[src/rtl/rsv_grant_serializer.sv]
// Serializes a 6-bit request mask into one grant per cycle, highest bit first.
// Ports: clk/reset, in_valid/in_ready/in_mask (mask intake), out_valid/out_ready,
// out_onehot/out_idx/out_last (grant), pending (bits left including current grant).
module rsv_grant_serializer (
    input  logic       clk,
    input  logic       reset,
    input  logic       in_valid,
    output logic       in_ready,
    input  logic [5:0] in_mask,
    output logic       out_valid,
    input  logic       out_ready,
    output logic [5:0] out_onehot,
    output logic [2:0] out_idx,
    output logic       out_last,
    output logic [2:0] pending
);

    localparam int WIDTH = 6;
    localparam int IDX_W = 3;

    typedef enum logic {
        IDLE,
        ISSUE
    } state_t;

    state_t           state_q, state_d;
    logic [WIDTH-1:0] rem_q, rem_d;

    logic [WIDTH-1:0] hi_onehot;
    logic [IDX_W-1:0] hi_idx;
    logic [IDX_W-1:0] cnt;
    logic             issuing;
    logic             accept;
    logic             fire;

    // Ascending scan: the last set bit seen is the highest one.
    always_comb begin
        hi_onehot = '0;
        hi_idx    = '0;
        cnt       = '0;
        for (int i = 0; i < WIDTH; i++) begin
            if (rem_q[i]) begin
                hi_onehot    = '0;
                hi_onehot[i] = 1'b1;
                hi_idx       = IDX_W'(i);
                cnt          = cnt + 3'd1;
            end
        end
    end

    assign issuing    = (state_q == ISSUE);
    assign out_valid  = issuing;
    assign out_onehot = issuing ? hi_onehot : '0;
    assign out_idx    = issuing ? hi_idx : '0;
    assign pending    = issuing ? cnt : '0;
    assign out_last   = issuing && (cnt == 3'd1);

    // A new mask may be taken alongside the final grant of the current one.
    assign in_ready = !reset && (!issuing || (out_ready && out_last));
    assign accept   = in_valid && in_ready;
    assign fire     = out_valid && out_ready;

    always_comb begin
        state_d = state_q;
        rem_d   = rem_q;
        if (accept) begin
            rem_d   = in_mask;
            state_d = (in_mask != '0) ? ISSUE : IDLE;
        end else if (fire) begin
            rem_d = rem_q & ~hi_onehot;
            if (out_last) begin
                state_d = IDLE;
            end
        end
    end

    always_ff @(posedge clk) begin
        if (reset) begin
            state_q <= IDLE;
            rem_q   <= '0;
        end else begin
            state_q <= state_d;
            rem_q   <= rem_d;
        end
    end

endmodule

[config.mk]
export PLATFORM = sky130hd
export DESIGN_NAME = rsv_grant_serializer
export DESIGN_NICKNAME = d
export VERILOG_FILES = /design/src/rtl/rsv_grant_serializer.sv
export SDC_FILE = /design/constraint.sdc
export NUM_CORES = 1
export LEC_CHECK = 0
export BUFFER_PORTS_ARGS = -buffer_cell sky130_fd_sc_hd__buf_4
export CORE_MARGIN = 2
export CORE_UTILIZATION = 45
export CTS_CLUSTER_DIAMETER = 50
export DETAILED_ROUTE_END_ITERATION = 12
export GPL_TIMING_DRIVEN = 0
export PLACE_DENSITY = 0.71
export RECOVER_POWER = 100
export SKIP_CTS_REPAIR_TIMING = 1
export SLEW_MARGIN = 25
export SYNTH_ARGS = -nofsm -noshare
export SYNTH_HDL_FRONTEND = slang
export SYNTH_SLANG_ARGS = --single-unit
[constraint.sdc]
create_clock -name clk -period 10.9 [get_ports clk]
set_clock_uncertainty 0.2 [all_clocks]
set_input_delay 0.545 -clock clk [delete_from_list [all_inputs] [get_ports clk]]
set_output_delay 0.545 -clock clk [all_outputs]
set_load 0.01 [all_outputs]
### After elaboration in Yosys (flattened, before gate mapping)

Index checks and enable logic that the tools add are counted.

| operators by class | value |
|---|---|
| add/subtract/negate cells | 5 |
| $mul | 0 |
| divide/modulo/power cells | 0 |
| order comparisons | 0 |
| eq/ne operators | 1 |
| shift-type cells | 0 |
| muxes and demuxes | 26 |
| bitwise logic cells | 2 |
| reduce and logical (&&, ||, !) cells | 12 |

Operator list:

| operator | number |
|---|---|
| $mux 6 | 7 |
| $mux 3 | 11 |
| $add 3x1->3 const B | 5 |
| $mux 1 | 7 |
| $and 6x6->6 | 1 |
| $not 6->6 | 1 |
| $reduce_bool 6->1 | 1 |
| $logic_and 1x1->1 | 5 |
| $reduce_bool 2->1 | 2 |
| $eq 3x1->1 const B | 1 |
| $logic_not 1->1 | 2 |
| $mux 2 | 1 |
| $reduce_and 2->1 | 1 |
| $logic_or 1x1->1 | 1 |

| storage, ports and cells | value |
|---|---|
| register bits | 7 |
| bits in latches | 0 |
| memory bits (writable) | 0 |
| ROM bits | 0 |
| bits of input ports | 10 |
| memories | 0 |

### Depth between registers and ports, before layout

| depth | value |
|---|---|
| depth in word-level cells | 19 |
| depth in mapped cells | 17 |
| mapped depth without buffers | 17 |

### Least setup slack after synthesis

Ideal clock, no wire load.

| path | value |
|---|---|
| kind | register to output |
| start point | register rem_q[1] |
| end point | output port in_ready |
| arrival | 2775 ps |
| required time | 10155 ps |
| path slack | 7380 ps |
| stages on the path, launching flop included | 16 |
| cells stage by stage | dfxtp_1 -> inv_1 -> ha_1 -> xor2_1 -> ha_1 -> nor2b_1 -> a31oi_1 -> ha_1 -> nand2_1 -> nand2_1 -> ha_1 -> nand2_1 -> xnor2_1 -> xnor2_1 -> nand4b_4 -> a21oi_1 |

| on the way | value |
|---|---|
| word-level cells in the longest chain between the ends | 14 |

Ends and longest elaborated chain:

| what | line | RTL |
|---|---|---|
| start, declared | 27 | `logic [WIDTH-1:0] rem_q, rem_d;` |
| start signal, assigned | 83 | `rem_q <= rem_d;` |
| $mux 3 (*) | 42 | `if (rem_q[i]) begin` |
| $add 3x1->3 | 46 | `cnt = cnt + 3'd1;` |
| $mux 3 (*) | 42 |  |
| $add 3x1->3 | 46 |  |
| $mux 3 (*) | 42 |  |
| $add 3x1->3 | 46 |  |
| $mux 3 (*) | 42 |  |
| $add 3x1->3 | 46 |  |
| $mux 3 (*) | 42 |  |
| $eq 3x1->1 (*) | 56 | `assign out_last = issuing && (cnt == 3'd1);` |
| $logic_and 1x1->1 (*) | 56 |  |
| $logic_and 1x1->1 (*) | 59 | `assign in_ready = !reset && (!issuing \|\| (out_ready && out_last));` |
| $logic_or 1x1->1 (*) | 59 |  |
| $logic_and 1x1->1 (*) | 59 |  |
| end, declared | 8 | `output logic in_ready,` |

Mark *: on every way between the ends. The rest lies on a longest branch, timed or not.

### Worst setup path in the final report

Ends and elaborated chain as after synthesis.

==> metrics.yaml <==
status: "complete, no violations"
cts_root_buf: "clkbuf_4"
vdd_drop_max_mv: 0.0733
startpoint_type: "flip-flop"
rsz0062_at_grt: "no"
final_max_slew_viol_count: 0
grt_max_degree: 11
ys_ff_latch: 7
critPathRequiredTime_ps: 10160
synth_area_leaders: "dfxtp_1, ha_1, nor2_1, nand2_1, mux2_2"
whs_ps: 372
ant_nets: 0
avgViaCountPerCell: 5.16
dp_cells: 141
grt_pass1_wl_microns: 2820
wl_microns: 1670
clockBufferDepth: 2
synth_top_cells_by_count: "nor2_1, nand2_1, dfxtp_1"
io_pins: 25
gp_congestion: 0.741
hpwlAfterDp_microns: 1370
yosysSeqAreaShare_pct: 17.9
preCtsSetupSlack_ps: 7090
clock_power_share_pct: 29.0
r2r_cells: 16
port_buffers: 24
maxCapViolations: 0
clk_latency_ps: 250
antenna_found_initial: 0
detail_route.iter0.violations: 6
grt_overflow_total: 0
cts_tree: "built"
synth_cells: 100
grt_pass1_vias: 719
p_switching_w: 0.0000257
finalNetCount: 145
finalSetupViolations: 0
syn-cell-area_sq_um: 783
fp.dieW_microns: 45.7
die_area_sq_um: 2090
num_antenna_cells: 0
r2r-start: "rem_q[1]"
area_growth_pct: 21.7
r2r_setup_slack_ps: 6850
switching_share_pct: 32.2
grt.total_usage_pct: 18.6
cellInternalPower_w: 0.0000542
cts_made_buffers: 3
synth_flop_cell: "dfxtp_1"
worstHoldStart: "in_valid"
dr_total_vias: 748
r2r_end: "rem_q[0]"
firstDrtPassIters: 4
path_max_fanout: 4
ys_types: 32
finalHoldViolCount: 0
synth_top_cell_by_area: "dfxtp_1"
hold_path_depth: 3
place_area_sq_um: 985
pwr-share-comb_pct: 36.3
syn_nets: 116
synthArstFlopShare_pct: 0
hp-class: "input port to flip-flop"
drc: 0
tightest_slew_ps: 674
endpoint_kind: "output port"
p_leak_nw: 0.409
layout-drive-gt1-share_pct: 17.2
rows: 15
period_share_pct: 37.3
cts_htree_levels: 1
max_freq_mhz: 246
critical_path_class: "flip-flop to output port"
design_area_sq_um: 953
cts_sinks: 7
yosys.area.top_type_share_pct: 17.9
finalCriticalPeriod_ps: 4060
holdPathEnd: "out_valid"
synth_edf_count: 0
die_height_microns: 45.7
synth_most_common_cell: "nor2_1"
powerDensity_nw_per_um2: 83.8
yosys_warnings: 0
final_cell_count_no_fill: 145
maxSlewHeadroom_pct: 55.1
core_sq_um: 1690
tns_ps: 0
synth.avg_cell_area_sq_um: 7.83
start_util_pct: 46.4
post_drt_wl_per_cell_microns: 11.5
pwr-share-seq_pct: 34.7
setup_ws_ps: 6840
arrival_ps: 3320
cts.reportedPaths.clkPinSlew_ps: 50
## registers in the layout, indices dropped and copies added (netlist names)
| name | count |
|---|---|
| out_valid | 1 |
| rem_q | 6 |
## worst max-delay path by stage
stage                         from       end  slack, ps  cells after the start
after global placement    rem_q[1]  in_ready       7140                     16
final                     rem_q[1]  in_ready       6840                     16
after CTS                 rem_q[1]  in_ready       6780                     16
after global routing      rem_q[0]  in_ready       6560                     16
after detailed placement  rem_q[1]  in_ready       7090                     16
after floorplan           rem_q[1]  in_ready       7380                     15
## power groups by stage
stage / logic [W] / registers (W) / clock network [W]
after floorplan: 0.0000209 / 0.0000282 / 0
after global placement: 0.0000306 / 0.0000282 / 0
after detailed placement: 0.0000313 / 0.0000283 / 0
after CTS: 0.0000314 / 0.0000278 / 0.0000239
after global routing: 0.0000326 / 0.0000279 / 0.0000258
final: 0.0000290 / 0.0000277 / 0.0000232
## routing by layer
| metal | share of wire [%] | GRT usage (%) | vias to the layer above |
|---|---|---|---|
| met4 | 1.1 | 8.57 | 0 |
| met2 | 51 | 33.8 | 21 |
| li1 | - | - | 387 |
| met1 | 44 | 22.1 | 336 |
| met5 | 0 | 0 | - |
| met3 | 3.9 | 1.19 | 4 |
## placed cells by master, fill, tap and decap left out, types with 2 or more instances in the layout
cell	count
a21oi_1	6
and2_0	2
buf_4	12
clkbuf_1	17
clkbuf_4	3
dfxtp_1	7
ha_1	6
inv_1	5
mux2_2	3
mux2i_1	3
nand2_1	12
nand2b_1	5
nand3_1	2
nand3b_1	4
nor2_1	13
nor2b_1	5
nor3_1	2
o21ai_0	3
xnor2_1	3
xor2_1	2
## critical path: stages, from the launching register on
cell and delay [ps]:
dfxtp_1 360, inv_1 90, ha_1 330, xor2_1 160, ha_1 270, nor2b_1 170
a31oi_1 70, ha_1 300, nand2_1 50, nand2_1 80, ha_1 130, nand2_1 60
xnor2_1 160, xnor2_1 350, nand4b_4 160, a21oi_1 160, clkbuf_1 160
## final cells by class
class                   instances  area [sq um]
clock buffers                   4          26.3
multi-input cells              82           581
inverters                       5          18.8
flip-flops and latches          7           140
well taps                      17          21.3
repair buffers                 24           135
plain buffers                   6          31.3
fillers                       177           736
## logic make-up after synthesis
| kind of cell | after synthesis | share of synthesized area (%) |
|---|---|---|
| AOI/OAI and AO/OA | 12 | 10.2 |
| DFF | 7 | 17.9 |
| and+or+nand+nor | 51 | 36.1 |
| muxes | 6 | 8.15 |
| xor gates and xnor gates | 7 | 11.7 |
| adders and majority gates | 6 | 9.58 |
| buffers and inverters | 11 | 6.39 |
## through the flow
step / util (%) / total power [W]
2_1_floorplan: - / 0.0000492
3_3_place_gp: 58.3 / 0.0000588
3_5_place_dp: 58.3 / 0.0000596
4_1_cts: 59.9 / 0.0000830
5_1_grt: 56.4 / 0.0000862
6_report: 56.4 / 0.0000799
Power figures use the tool's default switching activity.
